### config.mk
export PLATFORM = sky130hd
export DESIGN_NAME = ahb_to_apb_bridge_mc_flat
export DESIGN_NICKNAME = d
export VERILOG_FILES = /design/src/rtl/ahb_to_apb_bridge_mc_if.sv /design/src/rtl/ahb_to_apb_bridge_mc.sv /design/src/flat_wrapper.sv
export SDC_FILE = /design/constraint.sdc
export NUM_CORES = 1
export LEC_CHECK = 0
export ABC_AREA = 1
export BUFFER_PORTS_ARGS = -buffer_cell sky130_fd_sc_hd__buf_4
export CAP_MARGIN = 20
export CORE_AREA = 2 2 122 124
export CTS_CLUSTER_DIAMETER = 200
export CTS_CLUSTER_SIZE = 24
export DETAILED_ROUTE_END_ITERATION = 8
export DIE_AREA = 0 0 124 126
export GPL_TIMING_DRIVEN = 0
export PLACE_DENSITY = 0.7
export SKIP_CTS_REPAIR_TIMING = 1
export SYNTH_ARGS = -nofsm -noshare
export SYNTH_HDL_FRONTEND = slang
export SYNTH_SLANG_ARGS = --single-unit
### constraint.sdc
create_clock -name HCLK -period 1.5 [get_ports HCLK]
set_input_delay 0.15 -clock HCLK [delete_from_list [all_inputs] [get_ports HCLK]]
set_output_delay 0.15 -clock HCLK [all_outputs]
set_load 0.005 [all_outputs]
### src/rtl/ahb_to_apb_bridge_mc_if.sv
// AHB-Lite slave side and multi-completer APB side of the bridge,
// bundled so the bridge and its environment share one port list.
interface ahb_to_apb_bridge_mc_if #(
    parameter int ADDR_WIDTH = 32,
    parameter int DATA_WIDTH = 32,
    parameter int NUM_SLAVES = 4
);
    logic                             HSEL;
    logic [ADDR_WIDTH-1:0]            HADDR;
    logic [1:0]                       HTRANS;
    logic                             HWRITE;
    logic                             HREADY_IN;
    logic [DATA_WIDTH-1:0]            HWDATA;
    logic [DATA_WIDTH-1:0]            HRDATA;
    logic                             HREADY_OUT;
    logic                             HRESP;
    logic [NUM_SLAVES-1:0]            PSEL;
    logic                             PENABLE;
    logic [ADDR_WIDTH-1:0]            PADDR;
    logic                             PWRITE;
    logic [DATA_WIDTH-1:0]            PWDATA;
    logic [NUM_SLAVES*DATA_WIDTH-1:0] PRDATA;
    logic [NUM_SLAVES-1:0]            PREADY;
    logic [NUM_SLAVES-1:0]            PSLVERR;

    modport slave (
        input  HSEL, HADDR, HTRANS, HWRITE, HREADY_IN, HWDATA,
        input  PRDATA, PREADY, PSLVERR,
        output HRDATA, HREADY_OUT, HRESP,
        output PSEL, PENABLE, PADDR, PWRITE, PWDATA
    );

    modport master (
        output HSEL, HADDR, HTRANS, HWRITE, HREADY_IN, HWDATA,
        output PRDATA, PREADY, PSLVERR,
        input  HRDATA, HREADY_OUT, HRESP,
        input  PSEL, PENABLE, PADDR, PWRITE, PWDATA
    );
endinterface

### src/rtl/ahb_to_apb_bridge_mc.sv
// AHB-Lite to multi-completer APB3 bridge with wait states,
// PSLVERR and PREADY-timeout errors and a two-cycle AHB ERROR.
module ahb_to_apb_bridge_mc #(
    parameter int ADDR_WIDTH     = 32,
    parameter int DATA_WIDTH     = 32,
    parameter int NUM_SLAVES     = 4,
    parameter int SEL_LSB        = 12,
    parameter int TIMEOUT_CYCLES = 16
) (
    input logic                   HCLK,
    input logic                   HRESETn,
    ahb_to_apb_bridge_mc_if.slave bus
);
    localparam int IDXW = (NUM_SLAVES > 1) ? $clog2(NUM_SLAVES) : 1;
    localparam int CW   = (TIMEOUT_CYCLES > 0) ? $clog2(TIMEOUT_CYCLES + 1) : 1;
    localparam logic [CW-1:0] CNT_LAST =
        CW'((TIMEOUT_CYCLES > 0) ? TIMEOUT_CYCLES - 1 : 0);
    localparam logic [NUM_SLAVES-1:0] SEL_ONE = NUM_SLAVES'(1);

    typedef enum logic [2:0] {
        IDLE, WDATA, SETUP, ACCESS, ERR1, ERR2
    } state_e;

    state_e                state_q, state_d;
    logic [NUM_SLAVES-1:0] psel_q, psel_d;
    logic [NUM_SLAVES-1:0] tgt_q, tgt_d;
    logic                  penable_q, penable_d;
    logic [ADDR_WIDTH-1:0] paddr_q, paddr_d;
    logic                  pwrite_q, pwrite_d;
    logic [DATA_WIDTH-1:0] pwdata_q, pwdata_d;
    logic [DATA_WIDTH-1:0] hrdata_q, hrdata_d;
    logic                  hresp_q, hresp_d;
    logic                  hready_q, hready_d;
    logic [CW-1:0]         cnt_q, cnt_d;

    logic [IDXW-1:0]       idx;
    logic [NUM_SLAVES-1:0] onehot;
    logic                  accept;
    logic                  in_range;
    logic                  sel_ready;
    logic                  sel_err;
    logic [DATA_WIDTH-1:0] sel_rdata;
    logic                  unused_htrans0;

    assign unused_htrans0 = bus.HTRANS[0];

    // Only the selected completer's response lines are observed.
    always_comb begin
        idx       = bus.HADDR[SEL_LSB +: IDXW];
        onehot    = SEL_ONE << idx;
        in_range  = int'(idx) < NUM_SLAVES;
        accept    = bus.HSEL & bus.HTRANS[1] & bus.HREADY_IN & hready_q;
        sel_ready = |(bus.PREADY & psel_q);
        sel_err   = |(bus.PSLVERR & psel_q);
        sel_rdata = '0;
        for (int i = 0; i < NUM_SLAVES; i++) begin
            if (psel_q[i]) begin
                sel_rdata = sel_rdata | bus.PRDATA[i*DATA_WIDTH +: DATA_WIDTH];
            end
        end
    end

    always_comb begin
        state_d   = state_q;
        psel_d    = psel_q;
        tgt_d     = tgt_q;
        penable_d = 1'b0;
        paddr_d   = paddr_q;
        pwrite_d  = pwrite_q;
        pwdata_d  = pwdata_q;
        hrdata_d  = hrdata_q;
        hresp_d   = 1'b0;
        hready_d  = 1'b1;
        cnt_d     = '0;
        unique case (state_q)
            IDLE, ERR2: begin
                state_d = IDLE;
                psel_d  = '0;
                if (accept) begin
                    tgt_d    = onehot;
                    hready_d = 1'b0;
                    if (!in_range) begin
                        state_d = ERR1;
                        hresp_d = 1'b1;
                    end else begin
                        paddr_d  = bus.HADDR;
                        pwrite_d = bus.HWRITE;
                        if (bus.HWRITE) begin
                            state_d = WDATA;
                        end else begin
                            state_d = SETUP;
                            psel_d  = onehot;
                        end
                    end
                end
            end
            WDATA: begin
                state_d  = SETUP;
                psel_d   = tgt_q;
                pwdata_d = bus.HWDATA;
                hready_d = 1'b0;
            end
            SETUP: begin
                state_d   = ACCESS;
                penable_d = 1'b1;
                hready_d  = 1'b0;
            end
            ACCESS: begin
                cnt_d     = cnt_q + CW'(1);
                penable_d = 1'b1;
                hready_d  = 1'b0;
                if (sel_ready) begin
                    psel_d    = '0;
                    penable_d = 1'b0;
                    if (sel_err) begin
                        state_d = ERR1;
                        hresp_d = 1'b1;
                    end else begin
                        state_d  = IDLE;
                        hready_d = 1'b1;
                        if (!pwrite_q) hrdata_d = sel_rdata;
                    end
                end else if (TIMEOUT_CYCLES > 0 && cnt_q == CNT_LAST) begin
                    psel_d    = '0;
                    penable_d = 1'b0;
                    state_d   = ERR1;
                    hresp_d   = 1'b1;
                end
            end
            ERR1: begin
                state_d = ERR2;
                psel_d  = '0;
                hresp_d = 1'b1;
            end
            default: begin
                state_d = IDLE;
                psel_d  = '0;
            end
        endcase
    end

    always_ff @(posedge HCLK or negedge HRESETn) begin
        if (!HRESETn) begin
            state_q   <= IDLE;
            psel_q    <= '0;
            tgt_q     <= '0;
            penable_q <= 1'b0;
            paddr_q   <= '0;
            pwrite_q  <= 1'b0;
            pwdata_q  <= '0;
            hrdata_q  <= '0;
            hresp_q   <= 1'b0;
            hready_q  <= 1'b1;
            cnt_q     <= '0;
        end else begin
            state_q   <= state_d;
            psel_q    <= psel_d;
            tgt_q     <= tgt_d;
            penable_q <= penable_d;
            paddr_q   <= paddr_d;
            pwrite_q  <= pwrite_d;
            pwdata_q  <= pwdata_d;
            hrdata_q  <= hrdata_d;
            hresp_q   <= hresp_d;
            hready_q  <= hready_d;
            cnt_q     <= cnt_d;
        end
    end

    assign bus.PSEL       = psel_q;
    assign bus.PENABLE    = penable_q;
    assign bus.PADDR      = paddr_q;
    assign bus.PWRITE     = pwrite_q;
    assign bus.PWDATA     = pwdata_q;
    assign bus.HRDATA     = hrdata_q;
    assign bus.HRESP      = hresp_q;
    assign bus.HREADY_OUT = hready_q;
endmodule

### src/flat_wrapper.sv
// flat-port wrapper written by rule: the top's interface ports become plain ports
module ahb_to_apb_bridge_mc_flat 
#(
    parameter int ADDR_WIDTH     = 32,
    parameter int DATA_WIDTH     = 32,
    parameter int NUM_SLAVES     = 4,
    parameter int SEL_LSB        = 12,
    parameter int TIMEOUT_CYCLES = 16
)
  (HCLK, HRESETn, bus_HSEL, bus_HADDR, bus_HTRANS, bus_HWRITE, bus_HREADY_IN, bus_HWDATA, bus_PRDATA, bus_PREADY, bus_PSLVERR, bus_HRDATA, bus_HREADY_OUT, bus_HRESP, bus_PSEL, bus_PENABLE, bus_PADDR, bus_PWRITE, bus_PWDATA);
  ahb_to_apb_bridge_mc_if #(.ADDR_WIDTH(ADDR_WIDTH), .DATA_WIDTH(DATA_WIDTH), .NUM_SLAVES(NUM_SLAVES)) bus_i ();
  input logic HCLK;
  input logic HRESETn;
  input wire logic [$bits(bus_i.HSEL)-1:0] bus_HSEL;
  input wire logic [$bits(bus_i.HADDR)-1:0] bus_HADDR;
  input wire logic [$bits(bus_i.HTRANS)-1:0] bus_HTRANS;
  input wire logic [$bits(bus_i.HWRITE)-1:0] bus_HWRITE;
  input wire logic [$bits(bus_i.HREADY_IN)-1:0] bus_HREADY_IN;
  input wire logic [$bits(bus_i.HWDATA)-1:0] bus_HWDATA;
  input wire logic [$bits(bus_i.PRDATA)-1:0] bus_PRDATA;
  input wire logic [$bits(bus_i.PREADY)-1:0] bus_PREADY;
  input wire logic [$bits(bus_i.PSLVERR)-1:0] bus_PSLVERR;
  output wire logic [$bits(bus_i.HRDATA)-1:0] bus_HRDATA;
  output wire logic [$bits(bus_i.HREADY_OUT)-1:0] bus_HREADY_OUT;
  output wire logic [$bits(bus_i.HRESP)-1:0] bus_HRESP;
  output wire logic [$bits(bus_i.PSEL)-1:0] bus_PSEL;
  output wire logic [$bits(bus_i.PENABLE)-1:0] bus_PENABLE;
  output wire logic [$bits(bus_i.PADDR)-1:0] bus_PADDR;
  output wire logic [$bits(bus_i.PWRITE)-1:0] bus_PWRITE;
  output wire logic [$bits(bus_i.PWDATA)-1:0] bus_PWDATA;
  assign bus_i.HSEL = bus_HSEL;
  assign bus_i.HADDR = bus_HADDR;
  assign bus_i.HTRANS = bus_HTRANS;
  assign bus_i.HWRITE = bus_HWRITE;
  assign bus_i.HREADY_IN = bus_HREADY_IN;
  assign bus_i.HWDATA = bus_HWDATA;
  assign bus_i.PRDATA = bus_PRDATA;
  assign bus_i.PREADY = bus_PREADY;
  assign bus_i.PSLVERR = bus_PSLVERR;
  assign bus_HRDATA = bus_i.HRDATA;
  assign bus_HREADY_OUT = bus_i.HREADY_OUT;
  assign bus_HRESP = bus_i.HRESP;
  assign bus_PSEL = bus_i.PSEL;
  assign bus_PENABLE = bus_i.PENABLE;
  assign bus_PADDR = bus_i.PADDR;
  assign bus_PWRITE = bus_i.PWRITE;
  assign bus_PWDATA = bus_i.PWDATA;
  ahb_to_apb_bridge_mc #(.ADDR_WIDTH(ADDR_WIDTH), .DATA_WIDTH(DATA_WIDTH), .NUM_SLAVES(NUM_SLAVES), .SEL_LSB(SEL_LSB), .TIMEOUT_CYCLES(TIMEOUT_CYCLES)) u_core (.HCLK(HCLK), .HRESETn(HRESETn), .bus(bus_i));
endmodule
==> flow_summary.yaml <==
status:
  status: "finished with violations"
  violations: "hold timing, setup timing"
setup_path:
  critPathTopFamily: "simple AND/OR/NAND/NOR gates"
  cp_slowest_cell: "dfrtp_1"
  worstPathArrival_ns: 1.86
  path_buf_inv: 3
  cp_max_fo: 8
  cp.required_ns: 1.85
  crit_chain: "buf_6 -> nand2_2 -> nand2_4 -> nor2_4 -> nor2_4 -> buf_12 -> nand2_8 -> clkbuf_16 -> nand2_1 -> nand2_1"
  slowest_delay_ns: 0.39
  worst_setup_path_end_kind: "flop"
  start_kind: "flop"
  worstSetupPathType: "reg2reg"
final_layout:
  final_core_util: 0.696
  fin_cells: 1268
  diodes: 0
  layout-drive-gt1-share: 0.440
  finalInstanceArea_um2: 9960
  layout_common_cells: "buf_4, nand2_1, dfrtp_1"
  syn_to_final_growth_pct: 76.8
  final_nets: 1280
  layout_commonest_cell: "buf_4"
sta:
  timing.final.crit_share: 1.01
  skew_ns: 0.00476
  fmax_mhz: 661
  grt_setup_unrepaired: "yes"
  slew_viol_final: 0
  hold_viol_final: 1
  worst_slack_ns: -0.0132
  tightest_slew_ns: 0.468
  setup_viol: 5
  relSlewSlack: 0.688
  hold_ws_ns: -0.0204
  period_needed_ns: 1.51
power:
  p_comb_frac: 0.428
  power_density_nw_per_um2: 1630
  p_leak_nw: 5.18
  ir_worst_vdd_mv: 1.29
  switching_share: 0.337
  internal_power_mw: 10.8
  power_frac_clock: 0.262
  pwr-share-seq: 0.310
  power.switching_mw: 5.47
place:
  place_area_um2: 8210
  gp_congestion: 0.826
  dp_cells: 1149
  hpwl_um: 14300
  io_buffers: 309
synth:
  ys_seq_area_frac: 0.516
  synthCells: 655
  ys_warn_count: 0
  synth_area_per_cell_um2: 8.60
  syn-num-nets: 864
  syn-cell-area_um2: 5630
  synth_top_cell_by_area: "dfrtp_1"
  synth_top_area_frac: 0.511
  ys_ff_latch: 116
  synth_area_leaders: "dfrtp_1, nand2_1, mux2_1"
  synth.distinct_cells: 27
clocking:
  clockBufferDepth: 2
  h-tree-depth: 4
  cts.clk_slew.worst_paths_ns: 0.05
  root_buffer: "clkbuf_16"
  cts_tree: "done"
  insertion_delay_ns: 0.41
  cts_made_buffers: 17
  cts_sinks: 116
floorplan:
  rows: 44
  core_um2: 14300
  die_y_um: 126
  start_util: 0.394
  die_w_um: 124
  ios: 311
  die-area_um2: 15600
global_routing:
  antenna_found_initial: 0
  track_usage: 0.240
  grt_pass1_wl_um: 28400
  grt_max_degree: 86
  grt_overflow: 0
  first_global_vias: 5414
routing:
  drt-pass1-iter-count: 4
  via_per_inst: 4.74
  via_count: 6016
  drc_errors: 0
  wire_per_inst_um: 16.5
  drtIter0Drc: 305
  ant_nets: 0
  totalWireLength_um: 21000
run:
  cap_viol_max_count: 0
worst_hold_path:
  hold_class: "in2reg"
==> cell type report <==
cell class	instances	area (um2)
Fill cell	1174	4360
Timing Repair Buffer	399	3230
Sequential cell	116	2900
Multi-Input combinational cell	482	2570
Clock buffer	22	464
Buffer	37	339
Tap cell	184	230
Clock inverter	10	154
Inverter	18	67.6
==> cells in the mapped netlist (all sizes together) <==
| library cell | instances |
|---|---|
| ha | 2 |
| dfrtp | 115 |
| mux2 | 32 |
| buf | 27 |
| nand4 | 34 |
| nor2 | 20 |
| a21oi | 5 |
| inv | 18 |
| nand3 | 72 |
| clkbuf | 12 |
| nand3b | 2 |
| nand2 | 307 |
| o21ai | 7 |
| dfstp | 1 |
| nor3 | 1 |
==> cells by family after synthesis <==
kind of cell	after synthesis	synth area share
and+or+nand+nor	436	0.350
muxes	32	0.0640
AOI/OAI and AO/OA	12	0.0113
adders and majority gates	2	0.00444
buffers and inverters	57	0.0551
DFF	116	0.516
==> metrics by stage <==
| stage | setup TNS, ns | total power [mW] | setup slack [ns] | hold slack, ns |
|---|---|---|---|---|
| final | -0.0383 | 16.2 | -0.0132 | -0.0204 |
| after global routing | -3.72 | 17.2 | -0.114 | 0.00509 |
| after CTS | -14.38 | 15.4 | -0.339 | -0.384 |
| after detailed placement | -13.46 | 11.1 | -0.319 | 0.0545 |
| after global placement | -18.96 | 11.0 | -0.311 | 0.363 |
| after floorplan | 0 | 7.89 | 0.0992 | -0.146 |
==> layer usage <==
metal / wire, um / vias up / global-route usage
met5: 0 / - / 0
met2: 11100 / 208 / 0.410
met3: 1690 / 21 / 0.0842
met1: 7980 / 2823 / 0.287
met4: 214 / 0 / 0.0601
li1: - / 2964 / -
==> path summary, 6_finish.rpt <==
path	start	to	slack, ns	cells after the start
hold reg to reg	u_core.bus.PADDR[5]	u_core.bus.PADDR[5]	0.47	2
hold / removal	bus_HADDR[0]	u_core.bus.PADDR[0]	-0.02	3
setup reg to reg	u_core.bus.PSEL[2]	u_core.bus.HRDATA[25]	-0.01	10
max in group asynchronous	HRESETn	u_core.bus.HREADY_OUT	0.57	3
min in group asynchronous	HRESETn	u_core.bus.PADDR[14]	0.18	2
setup / recovery	u_core.bus.PSEL[2]	u_core.bus.HRDATA[25]	-0.01	10
==> worst reg2reg max path, stage by stage, from the launching register on <==
cell and delay [ns]:
dfrtp_1 0.39, buf_6 0.15, nand2_2 0.09, nand2_4 0.07, nor2_4 0.16, nor2_4 0.06
buf_12 0.14, nand2_8 0.12, clkbuf_16 0.18, nand2_1 0.05, nand2_1 0.05
==> sequential cells by signal (all words and copies together), names as in the netlist <==
register               cells
u_core.bus.PSEL            4
u_core.tgt_q               4
u_core.state_q             3
u_core.bus.HRDATA         32
u_core.cnt_q               5
u_core.bus.HREADY_OUT      1
u_core.bus.PENABLE         1
u_core.bus.PADDR          32
u_core.bus.HRESP           1
u_core.bus.PWRITE          1
u_core.bus.PWDATA         32
==> power groups by stage <==
stage | combinational, mW | clock [mW] | sequential [mW]
after floorplan | 2.87 | 0 | 5.02
after global placement | 6.03 | 0 | 4.94
after detailed placement | 6.09 | 0 | 4.98
after CTS | 6.10 | 4.31 | 4.96
after global routing | 7.58 | 4.47 | 5.16
final | 6.95 | 4.26 | 5.04
Note: power is estimated with default switching activity, not from simulation.
